File: config.mk
export PLATFORM = sky130hd
export DESIGN_NAME = csr_trap_ctrl
export DESIGN_NICKNAME = d
export VERILOG_FILES = /design/src/rtl/csr_trap_ctrl_pkg.sv /design/src/rtl/csr_trap_ctrl.sv
export SDC_FILE = /design/constraint.sdc
export NUM_CORES = 1
export LEC_CHECK = 0
export ABC_AREA = 1
export ABC_CLOCK_PERIOD_IN_PS = 1650
export CELL_PAD_IN_SITES_DETAIL_PLACEMENT = 0
export CELL_PAD_IN_SITES_GLOBAL_PLACEMENT = 1
export CORE_ASPECT_RATIO = 0.8
export CORE_MARGIN = 5
export CORE_UTILIZATION = 27
export CTS_CLUSTER_DIAMETER = 200
export CTS_CLUSTER_SIZE = 16
export DETAILED_ROUTE_END_ITERATION = 8
export PLACE_DENSITY = 0.86
export SYNTH_ARGS = -nofsm -noshare
export SYNTH_HDL_FRONTEND = slang
export SYNTH_SLANG_ARGS = --single-unit
File: constraint.sdc
create_clock -name clk -period 1.65 [get_ports clk]
set_input_delay 0.2475 -clock clk [delete_from_list [all_inputs] [get_ports clk]]
set_output_delay 0.2475 -clock clk [all_outputs]
set_load 0.02 [all_outputs]
File: src/rtl/csr_trap_ctrl_pkg.sv
// csr_trap_ctrl_pkg: shared XLEN, machine-mode CSR addresses, trap sequencer states and mstatus field helpers
package csr_trap_ctrl_pkg;
  localparam int XLEN = 32;
  localparam logic [11:0] CSR_MSTATUS  = 12'h300;
  localparam logic [11:0] CSR_MTVEC    = 12'h305;
  localparam logic [11:0] CSR_MSCRATCH = 12'h340;
  localparam logic [11:0] CSR_MEPC     = 12'h341;
  localparam logic [11:0] CSR_MCAUSE   = 12'h342;
  localparam logic [11:0] CSR_MTVAL    = 12'h343;
  localparam int MSTATUS_MIE     = 3;
  localparam int MSTATUS_MPIE    = 7;
  localparam int MSTATUS_MPP_LSB = 11;
  typedef enum logic [2:0] {
    IDLE,
    WR_MEPC,
    WR_MCAUSE,
    WR_MTVAL,
    WR_MSTATUS,
    JUMP,
    MRET_MSTATUS,
    MRET_JUMP
  } state_e;
  function automatic logic [XLEN-1:0] mstatus_on_trap(input logic [XLEN-1:0] m);
    logic [XLEN-1:0] r;
    r = m;
    r[MSTATUS_MPIE] = m[MSTATUS_MIE];
    r[MSTATUS_MIE] = 1'b0;
    r[MSTATUS_MPP_LSB +: 2] = 2'b11;
    return r;
  endfunction
  function automatic logic [XLEN-1:0] mstatus_on_mret(input logic [XLEN-1:0] m);
    logic [XLEN-1:0] r;
    r = m;
    r[MSTATUS_MIE] = m[MSTATUS_MPIE];
    r[MSTATUS_MPIE] = 1'b1;
    r[MSTATUS_MPP_LSB +: 2] = 2'b11;
    return r;
  endfunction
endpackage

File: src/rtl/csr_trap_ctrl.sv
// csr_trap_ctrl: sole owner of the M-mode CSR file ports; arbitrates execute-stage CSR access against trap-entry and MRET sequences
// Ports: clk/reset_n (async active-low); csr_req_v_i/csr_we_i/csr_adr_i/csr_wdata_i -> csr_gnt_o/csr_rdata_o (execute side);
//        trap_v_i/trap_cause_i/trap_pc_i/trap_tval_i, mret_v_i (sequence requests); busy_o, redirect_v_o/redirect_pc_o (fetch side);
//        csr_write_v_o/csr_adr_write_o/csr_wdata_o/csr_adr_read_o -> CSR file, csr_rdata_i <- CSR file (combinational read).
// Build option: CSR_TRAP_VECTORED_EN enables vectored interrupt targets when mtvec.MODE==1.
module csr_trap_ctrl
  import csr_trap_ctrl_pkg::*;
(
  input  logic            clk,
  input  logic            reset_n,
  input  logic            csr_req_v_i,
  input  logic            csr_we_i,
  input  logic [11:0]     csr_adr_i,
  input  logic [XLEN-1:0] csr_wdata_i,
  output logic            csr_gnt_o,
  output logic [XLEN-1:0] csr_rdata_o,
  input  logic            trap_v_i,
  input  logic [XLEN-1:0] trap_cause_i,
  input  logic [XLEN-1:0] trap_pc_i,
  input  logic [XLEN-1:0] trap_tval_i,
  input  logic            mret_v_i,
  output logic            busy_o,
  output logic            redirect_v_o,
  output logic [XLEN-1:0] redirect_pc_o,
  output logic            csr_write_v_o,
  output logic [11:0]     csr_adr_write_o,
  output logic [XLEN-1:0] csr_wdata_o,
  output logic [11:0]     csr_adr_read_o,
  input  logic [XLEN-1:0] csr_rdata_i
);
  state_e state_q, state_d;
  logic [XLEN-1:0] cause_q, cause_d, pc_q, pc_d, tval_q, tval_d;
  logic busy_q, busy_d;
  logic gnt, we;
  logic [XLEN-1:0] vec_base, trap_target;
  assign vec_base = {csr_rdata_i[XLEN-1:2], 2'b00};
`ifdef CSR_TRAP_VECTORED_EN
  assign trap_target = (csr_rdata_i[1:0] == 2'b01 && cause_q[XLEN-1]) ? vec_base + {cause_q[XLEN-3:0], 2'b00} : vec_base;
`else
  assign trap_target = vec_base;
`endif
  always_comb begin
    state_d = state_q;
    cause_d = cause_q;
    pc_d = pc_q;
    tval_d = tval_q;
    gnt = 1'b0;
    we = 1'b0;
    csr_adr_write_o = '0;
    csr_wdata_o = '0;
    csr_adr_read_o = '0;
    csr_rdata_o = '0;
    redirect_v_o = 1'b0;
    redirect_pc_o = '0;
    case (state_q)
      IDLE: begin
        if (trap_v_i) begin
          cause_d = trap_cause_i;
          pc_d = trap_pc_i;
          tval_d = trap_tval_i;
          state_d = WR_MEPC;
        end else if (mret_v_i) begin
          state_d = MRET_MSTATUS;
        end else if (csr_req_v_i) begin
          gnt = 1'b1;
          we = csr_we_i;
          csr_adr_read_o = csr_adr_i;
          csr_rdata_o = csr_rdata_i;
          csr_adr_write_o = csr_adr_i;
          csr_wdata_o = csr_wdata_i;
        end
      end
      WR_MEPC: begin
        we = 1'b1;
        csr_adr_write_o = CSR_MEPC;
        csr_wdata_o = {pc_q[XLEN-1:2], 2'b00};
        state_d = WR_MCAUSE;
      end
      WR_MCAUSE: begin
        we = 1'b1;
        csr_adr_write_o = CSR_MCAUSE;
        csr_wdata_o = cause_q;
        state_d = WR_MTVAL;
      end
      WR_MTVAL: begin
        we = 1'b1;
        csr_adr_write_o = CSR_MTVAL;
        csr_wdata_o = tval_q;
        state_d = WR_MSTATUS;
      end
      WR_MSTATUS: begin
        we = 1'b1;
        csr_adr_read_o = CSR_MSTATUS;
        csr_adr_write_o = CSR_MSTATUS;
        csr_wdata_o = mstatus_on_trap(csr_rdata_i);
        state_d = JUMP;
      end
      JUMP: begin
        csr_adr_read_o = CSR_MTVEC;
        redirect_v_o = 1'b1;
        redirect_pc_o = trap_target;
        state_d = IDLE;
      end
      MRET_MSTATUS: begin
        we = 1'b1;
        csr_adr_read_o = CSR_MSTATUS;
        csr_adr_write_o = CSR_MSTATUS;
        csr_wdata_o = mstatus_on_mret(csr_rdata_i);
        state_d = MRET_JUMP;
      end
      MRET_JUMP: begin
        csr_adr_read_o = CSR_MEPC;
        redirect_v_o = 1'b1;
        redirect_pc_o = vec_base;
        state_d = IDLE;
      end
      default: state_d = IDLE;
    endcase
    busy_d = state_d != IDLE;
  end
  // gnt/write are gated by reset_n so nothing reaches the CSR file while reset is asserted
  assign csr_gnt_o = gnt & reset_n;
  assign csr_write_v_o = we & reset_n;
  assign busy_o = busy_q;
  always_ff @(posedge clk or negedge reset_n) begin
    if (!reset_n) begin
      state_q <= IDLE;
      busy_q <= 1'b0;
      cause_q <= '0;
      pc_q <= '0;
      tval_q <= '0;
    end else begin
      state_q <= state_d;
      busy_q <= busy_d;
      cause_q <= cause_d;
      pc_q <= pc_d;
      tval_q <= tval_d;
    end
  end
endmodule

Word-level counts from Yosys, hierarchy flattened
Index checks and enable logic that the tools add are counted.
Widths: inputs -> output; s select.
{"block": "totals", "ff_bits": 100, "input_bits": 178, "out_inout_bits": 124, "elab_cells": 46}
{"block": "op_classes", "eq_ne": 7, "muxes": 26, "n_bitwise": 2, "n_reduce_logical": 6}
{"operator": "$mux 32", "n": 8}
{"operator": "$pmux 32 s6", "n": 1}
{"operator": "$pmux 12 s5", "n": 1}
{"operator": "$pmux 12 s4", "n": 1}
{"operator": "$mux 12", "n": 3}
{"operator": "$pmux 3 s7", "n": 1}
{"operator": "$eq 3x3->1 const B", "n": 4}
{"operator": "$mux 1", "n": 8}
{"operator": "$eq 3x2->1 const B", "n": 2}
{"operator": "$mux 3", "n": 2}
{"operator": "$reduce_or 5->1", "n": 1}
{"operator": "$reduce_or 2->1", "n": 2}
{"operator": "$eq 3x1->1 const B", "n": 1}
{"operator": "$logic_not 3->1", "n": 1}
{"operator": "$reduce_bool 3->1", "n": 1}
{"operator": "$and 1x1->1", "n": 2}
{"operator": "$pmux 1 s2", "n": 1}
{"operator": "$reduce_and 2->1", "n": 1}

Logic depth before layout (Yosys ltp)
Gate-level depths: netlist (run 1).
{"block": "depth", "word_depth": 5, "depth_mapped": 8}

Least setup slack after synthesis (run 1)
Ideal clock, no wire load.
{"block": "synth_path", "path_kind": "register to output", "start": "register state_q[1]", "end": "output port csr_adr_write_o[10]", "arrival_ns": 1.616, "slack_ns": -0.214, "path_stages_with_launch": 8, "path_buffers": 2, "cell_sequence": "dfrtp_1 nor2_2 nand2_2 inv_2 nand2_1 buf_2 nor2_1 buf_4"}
{"block": "synth_via", "elab_chain_len": 3, "elab_cells_between_ends": 8}
{"item": "start, declared", "line": "csr_trap_ctrl.sv:31", "rtl": "state_e state_q, state_d;"}
{"item": "start signal, assigned", "line": "csr_trap_ctrl.sv:133", "rtl": "state_q <= state_d;"}
{"item": "$eq 3x3->1", "line": "csr_trap_ctrl.sv:55", "rtl": "case (state_q)"}
{"item": "$reduce_or 2->1 (no source line)"}
{"item": "$pmux 12 s5 (*)", "line": "csr_trap_ctrl.sv:55"}
{"item": "end, declared", "line": "csr_trap_ctrl.sv:26", "rtl": "output logic [11:0] csr_adr_write_o,"}
Mark *: on every way between the ends. The rest lies on a longest branch, timed or not.

Final worst setup path (run 1)
{"block": "layout_path", "start": "register state_q[2]", "end": "output port csr_wdata_o[22]"}
{"block": "layout_via", "elab_chain_len": 2, "elab_cells_between_ends": 7}
{"item": "$eq 3x3->1 (tied with other cells)", "line": "csr_trap_ctrl.sv:55"}
{"item": "$pmux 32 s6 (*)", "line": "csr_trap_ctrl.sv:55"}
{"item": "end, declared", "line": "csr_trap_ctrl.sv:27", "rtl": "output logic [XLEN-1:0] csr_wdata_o,"}
Marked as above.

==> metrics.yaml, run 1 <==
run_status:
  status: "complete, but fails checks"
  violations: "negative setup slack"
route:
  post_drt_wl_per_cell_microns: 20.8
  drtIter0Drc: 477
  ant_nets: 0
  vias: 7836
  dr.pass1.iters: 5
  wirelength_microns: 33800
  drcViolationCount: 0
  vias_per_cell: 4.84
logic_synthesis:
  yosys_warnings: 0
  synth_top_cell_area_share: 0.407
  synth_top_family_by_area: "simple AND/OR/NAND/NOR gates"
  yosys_register_bits: 98
  synth_compound_area_frac: 0.00436
  synth-seq-area-share: 0.407
  synthTopCellsByArea: "dfrtp_1, nand2_1, nand3_1"
  synth_xor_area_frac: 0
  synth_fa_ha_area_frac: 0
  synthCells: 941
  synthMuxAreaShare: 0
  yosys.area.top_type: "dfrtp_1"
  avgSynthCellArea_sq_um: 6.40
  ys_types: 18
  synth-simple-area-share: 0.464
  syn_area_sq_mm: 0.00602
cells_and_area:
  drive_above_1_share: 0.379
  n_antenna_cell: 0
  design_area_sq_mm: 0.0126
  areaGrowthSynthToFinish_pct: 109
  final_cells: 1620
  mostFrequentLayoutCell: "nand2_1"
  final_cell_mix: "nand2_1, clkdlybuf4s50_1, buf_6"
  nets: 1493
timing:
  setup_viol: 121
  final_hold_viol_count: 0
  grt_setup_unrepaired: "true"
  relSlewSlack: 0.639
  fin_crit_sh: 1.24
  layout_setup_ws_ps: -388
  timing.fmax_ghz: 0.491
  worst_pin_slew_ps: 541
  finalCriticalPeriod_ps: 2040
  clock_skew_ps: 8.85
  slew_viol_final: 0
  whs_ps: 288
floorplan:
  initial_core_util: 0.277
  row_count: 48
  fp.dieArea_sq_mm: 0.0254
  die_w_microns: 177
  die_y_microns: 144
  io_pins: 302
  core_sq_mm: 0.0217
pwr:
  p_leak_nw: 6.14
  pwr_density_cell_mw_per_mm2: 1670
  max-vdd-ir-drop_v: 0.000772
clock_tree:
  clk-insertion-delay-late_ps: 360
  cts_tree: "yes"
  cts_buffers: 9
  htree_levels: 3
  cts_sinks: 98
  cts_buffer_depth: 2
  cts.clk_slew.worst_paths_ps: 70
  clockRootBuffer: "clkbuf_16"
worst_setup_path:
  crit_fanout: 14
  r2r_cells: 9
  crit_path_start: "state_q[2]"
  worst-path-buf-inv: 3
  r2r_setup_slack_ps: 0
  crit_path_end_kind: "output pin"
  rr_endpoint: "pc_q[28]"
  cp_num_cells: 7
  arrival_ps: 1790
  startpoint_type: "flop"
  timing.rr.start: "state_q[2]"
  critical_path.top_delay_family: "simple AND/OR/NAND/NOR gates"
  path_cells: "nor2_4, buf_6, nand3_1, nand2_1, inv_1, nand3_1, buf_6"
  critPathMaxStageDelay_ps: 460
  cp-endpoint: "csr_wdata_o[22]"
  slowest_stage: "dfrtp_2"
  worstPathRequired_ps: 1400
  worstSetupPathType: "reg2out"
min_path:
  hold_path.class: "in2async"
place:
  dp_slack_ps: -722
  globalplace.congestion: 0.903
  dpl-instance-area_sq_mm: 0.00984
  io_buffers: 297
  dp_cells: 1552
  hpwl_microns: 23200
grt:
  antenna_found_initial: 0
  overflow: 0
  grt_pass1_wl_microns: 45300
  grt_pass1_vias: 7506
  grt_max_degree: 95
  track_usage: 0.237
run:
  drv_cap: 0
[how the worst min path moves through the flow]
stage | end | cells past startpoint | slack (ps)
2_1_floorplan | busy_o | 0 | -50
3_3_place_gp | pc_q[16] | 1 | 110
3_5_place_dp | pc_q[16] | 1 | 110
4_1_cts | pc_q[16] | 2 | 280
5_1_grt | pc_q[20] | 2 | 290
6_report | pc_q[21] | 2 | 290
[synthesized netlist by cell type]
cell type	n
nand2_1	272
nand2_2	2
conb_1	1
inv_2	2
a21oi_1	1
clkbuf_1	21
o21ai_0	3
nor2_2	1
dfrtp_1	98
inv_1	106
o22ai_1	1
nand4_1	27
nor2_4	1
buf_4	7
buf_2	38
buf_1	5
nor2_1	163
nand3_1	192
[per-stage QoR]
stage          utilization  TNS, ps  total power [mW]
2_1_floorplan            -        0              9.24
3_3_place_gp         0.453   -61360              14.2
3_5_place_dp         0.453   -62400              14.4
4_1_cts              0.498   -36150              18.8
5_1_grt              0.580   -39650              22.2
6_report             0.580   -33090              21.0
[routing by layer]
metal,up-vias,routed length (microns),GRT usage
met3,46,2910,0.0752
li1,3694,-,-
met2,325,15800,0.383
met1,3771,13900,0.303
met4,0,1170,0.0781
met5,-,0,0
[power breakdown]
group	switching (mW)	internal, mW
Combinational	7.76	6.86
Clock	0.982	1.19
Sequential	0.684	3.53
Total	9.42	11.6
[layout make-up]
class | count | area (sq um)
Sequential cell | 98 | 2460
Tap cell | 300 | 375
Fill cell | 1981 | 9140
Inverter | 108 | 423
Timing Repair Buffer | 432 | 4990
Clock buffer | 11 | 233
Multi-Input combinational cell | 666 | 4060
Clock inverter | 5 | 62.6
[timing repair]
item	in CTS	in global routing
pin swaps	39	50
resized for setup	675	355
buffers inserted	15	14
cloned	9	16
endpoints found under the setup margin	125	202
hold endpoints to repair	4	0
hold buffers	1	0
[kinds of logic (layout without fill, tap and decap cells)]
kind of cell    after synthesis  in the layout
buf+inv                     179            556
simple gates                658            659
flops                        98             98
other cells                   1              2
compound gates                5              5
[flip-flops by register name, indices dropped and copies added, names as in the netlist]
signal / flops
cause_q: 32
tval_q: 32
pc_q: 30
state_q: 3
busy_o: 1
[worst reg2reg max path, stage by stage, from the launching register on]
cell and delay, ps:
dfrtp_2 460, nor2_4 200, nand2_4 100, clkinv_8 110
buf_12 140, buf_16 120, buf_8 120, clkbuf_16 180
nand3_4 90, nand2_2 80
Note: power is estimated with default switching activity, not from simulation.
==> run 2: changes to the inputs <==
--- a/config.mk
+++ b/config.mk
@@ -11,11 +11,12 @@
 export CELL_PAD_IN_SITES_GLOBAL_PLACEMENT = 1
 export CORE_ASPECT_RATIO = 0.8
 export CORE_MARGIN = 5
-export CORE_UTILIZATION = 27
+export CORE_UTILIZATION = 30
 export CTS_CLUSTER_DIAMETER = 200
 export CTS_CLUSTER_SIZE = 16
 export DETAILED_ROUTE_END_ITERATION = 8
-export PLACE_DENSITY = 0.86
+export DONT_BUFFER_PORTS = 1
+export PLACE_DENSITY = 0.64
 export SYNTH_ARGS = -nofsm -noshare
 export SYNTH_HDL_FRONTEND = slang
 export SYNTH_SLANG_ARGS = --single-unit
==> run 2 against run 1 <==
Global-route usage grew 1.1 points. Die area is 9.4% lower. Total power fell by 10%. Routed wire length is 8.6% lower. The run ends with negative hold slack, negative setup slack left. Critical path depth grew 2. Fmax increased by 3.4%. Utilization is 6.8 points lower. Flip-flop and latch count stayed put.
==> metrics.yaml, run 2 (synthesis gave the netlist of run 1 again) <==
run_status:
  status: "complete, but fails checks"
  violations: "negative hold slack, negative setup slack"
worst_setup_path:
  crit_fanout: 6
  startpoint_type: "flop"
  crit_path_end_kind: "output pin"
  worstSetupPathType: "reg2out"
  worstPathRequired_ps: 1400
  arrival_ps: 1720
place:
  hpwl_microns: 21500
  globalplace.congestion: 0.947
  dp_slack_ps: -63.3
  io_buffers: 0
grt:
  grt_pass1_wl_microns: 42600
  overflow: 0
  antenna_found_initial: 2
  grt_max_degree: 101
  grt_pass1_vias: 6623
  track_usage: 0.248
timing:
  finalCriticalPeriod_ps: 1970
  whs_ps: -414
  clock_skew_ps: 11.0
  layout_setup_ws_ps: -322
  fin_tns_setup_ps: -30740
  timing.fmax_ghz: 0.507
  setup_viol: 207
  slew_viol_final: 0
  grt_setup_unrepaired: "true"
  fin_crit_sh: 1.19
  final_hold_viol_count: 98
route:
  drtIter0Drc: 469
  vias_per_cell: 5.09
  ant_nets: 0
  vias: 6857
  drcViolationCount: 0
  wirelength_microns: 30900
  dr.pass1.iters: 5
  post_drt_wl_per_cell_microns: 22.9
clock_tree:
  cts_buffers: 9
  cts_buffer_depth: 2
  clockRootBuffer: "clkbuf_16"
  cts_sinks: 98
  clk-insertion-delay-late_ps: 360
  cts_tree: "yes"
  htree_levels: 3
  cts.clk_slew.worst_paths_ps: 70
floorplan:
  fp.dieArea_sq_mm: 0.0230
  io_pins: 302
  die_y_microns: 137
  initial_core_util: 0.304
  die_w_microns: 168
  row_count: 46
  core_sq_mm: 0.0198
pwr:
  design_power_total_mw: 18.9
  max-vdd-ir-drop_v: 0.000890
  p_leak_nw: 5.06
  pwr_density_cell_mw_per_mm2: 1860
cells_and_area:
  nFillCells: 1918
  nets: 1254
  drive_above_1_share: 0.420
  reg_top3: "cause_q: 32 flops, tval_q: 32 flops, pc_q: 30 flops"
  mostFrequentLayoutCell: "nand2_1"
  final_cell_mix: "nand2_1, nand3_1, dfrtp_1"
  areaGrowthSynthToFinish_pct: 68.3
run:
  drv_cap: 0
min_path:
  hold_path.class: "in2async"
-- run 2: worst paths after layout --
kind,cells past startpoint,startpoint,slack (ps),end
max,9,state_q[2],-320,csr_wdata_o[20]
min,0,reset_n,-410,tval_q[2]
max reg2reg,10,state_q[2],-80,tval_q[11]
min reg2reg,2,cause_q[23],470,cause_q[23]
max in group asynchronous,0,reset_n,1840,cause_q[17]
min in group clk,2,trap_tval_i[24],20,tval_q[24]
-- run 2: cell type report --
cell class / count / area, sq um / share of cell area
Multi-Input combinational cell: 668 / 4220 / 0.416
Timing Repair Buffer: 191 / 2360 / 0.233
Antenna cell: 1 / 2.50 / 0.000247
Clock inverter: 6 / 96.3 / 0.00951
Clock buffer: 10 / 239 / 0.0236
Tap cell: 264 / 330 / 0.0326
Sequential cell: 98 / 2460 / 0.242
Inverter: 108 / 428 / 0.0422
-- run 2: per-layer routing --
| metal | wire length [microns] | global-route usage | up-vias |
|---|---|---|---|
| met3 | 2700 | 0.0710 | 36 |
| met2 | 15300 | 0.426 | 306 |
| li1 | - | - | 3210 |
| met4 | 512 | 0.0478 | 2 |
| met1 | 12400 | 0.314 | 3303 |
| met5 | 7 | 0 | - |
-- run 2: power by group --
group | switching [mW] | internal (mW)
clock network | 1.02 | 1.39
registers | 0.726 | 3.53
logic | 7.14 | 5.09
-- run 2: what timing repair did --
item                       in CTS  in global routing
setup endpoints to repair     205                207
resized for setup             307                185
buffers inserted               26                 14
hold endpoints to repair       98                 98
pin swaps                      39                 39
cloned                          8                 16
-- run 2: stage by stage --
step	cell area (sq um)	instances	utilization
after floorplan	6030	942	-
after global placement	7220	1272	0.365
after detailed placement	7220	1272	0.365
after CTS	9120	1322	0.461
after global routing	10100	1346	0.512
final	10100	1346	0.512
-- run 2: worst max-delay path, stage by stage, from the launching register on --
cell and delay [ps]:
dfrtp_2 450, clkinv_4 130, nor2_4 160, buf_12 130
buf_12 130, nand2_1 50, nand2_1 70, inv_2 50
nand3_2 70, buf_6 120
==> run 3: changes to the inputs <==
--- a/config.mk
+++ b/config.mk
@@ -11,12 +11,11 @@
 export CELL_PAD_IN_SITES_GLOBAL_PLACEMENT = 1
 export CORE_ASPECT_RATIO = 0.8
 export CORE_MARGIN = 5
-export CORE_UTILIZATION = 30
-export CTS_CLUSTER_DIAMETER = 200
+export CORE_UTILIZATION = 27
+export CTS_CLUSTER_DIAMETER = 30
 export CTS_CLUSTER_SIZE = 16
 export DETAILED_ROUTE_END_ITERATION = 8
-export DONT_BUFFER_PORTS = 1
-export PLACE_DENSITY = 0.64
+export PLACE_DENSITY = 0.86
 export SYNTH_ARGS = -nofsm -noshare
 export SYNTH_HDL_FRONTEND = slang
 export SYNTH_SLANG_ARGS = --single-unit
==> results of run 3 <==
Same layout as run 1: the final DEF is identical, and so are final timing and power.
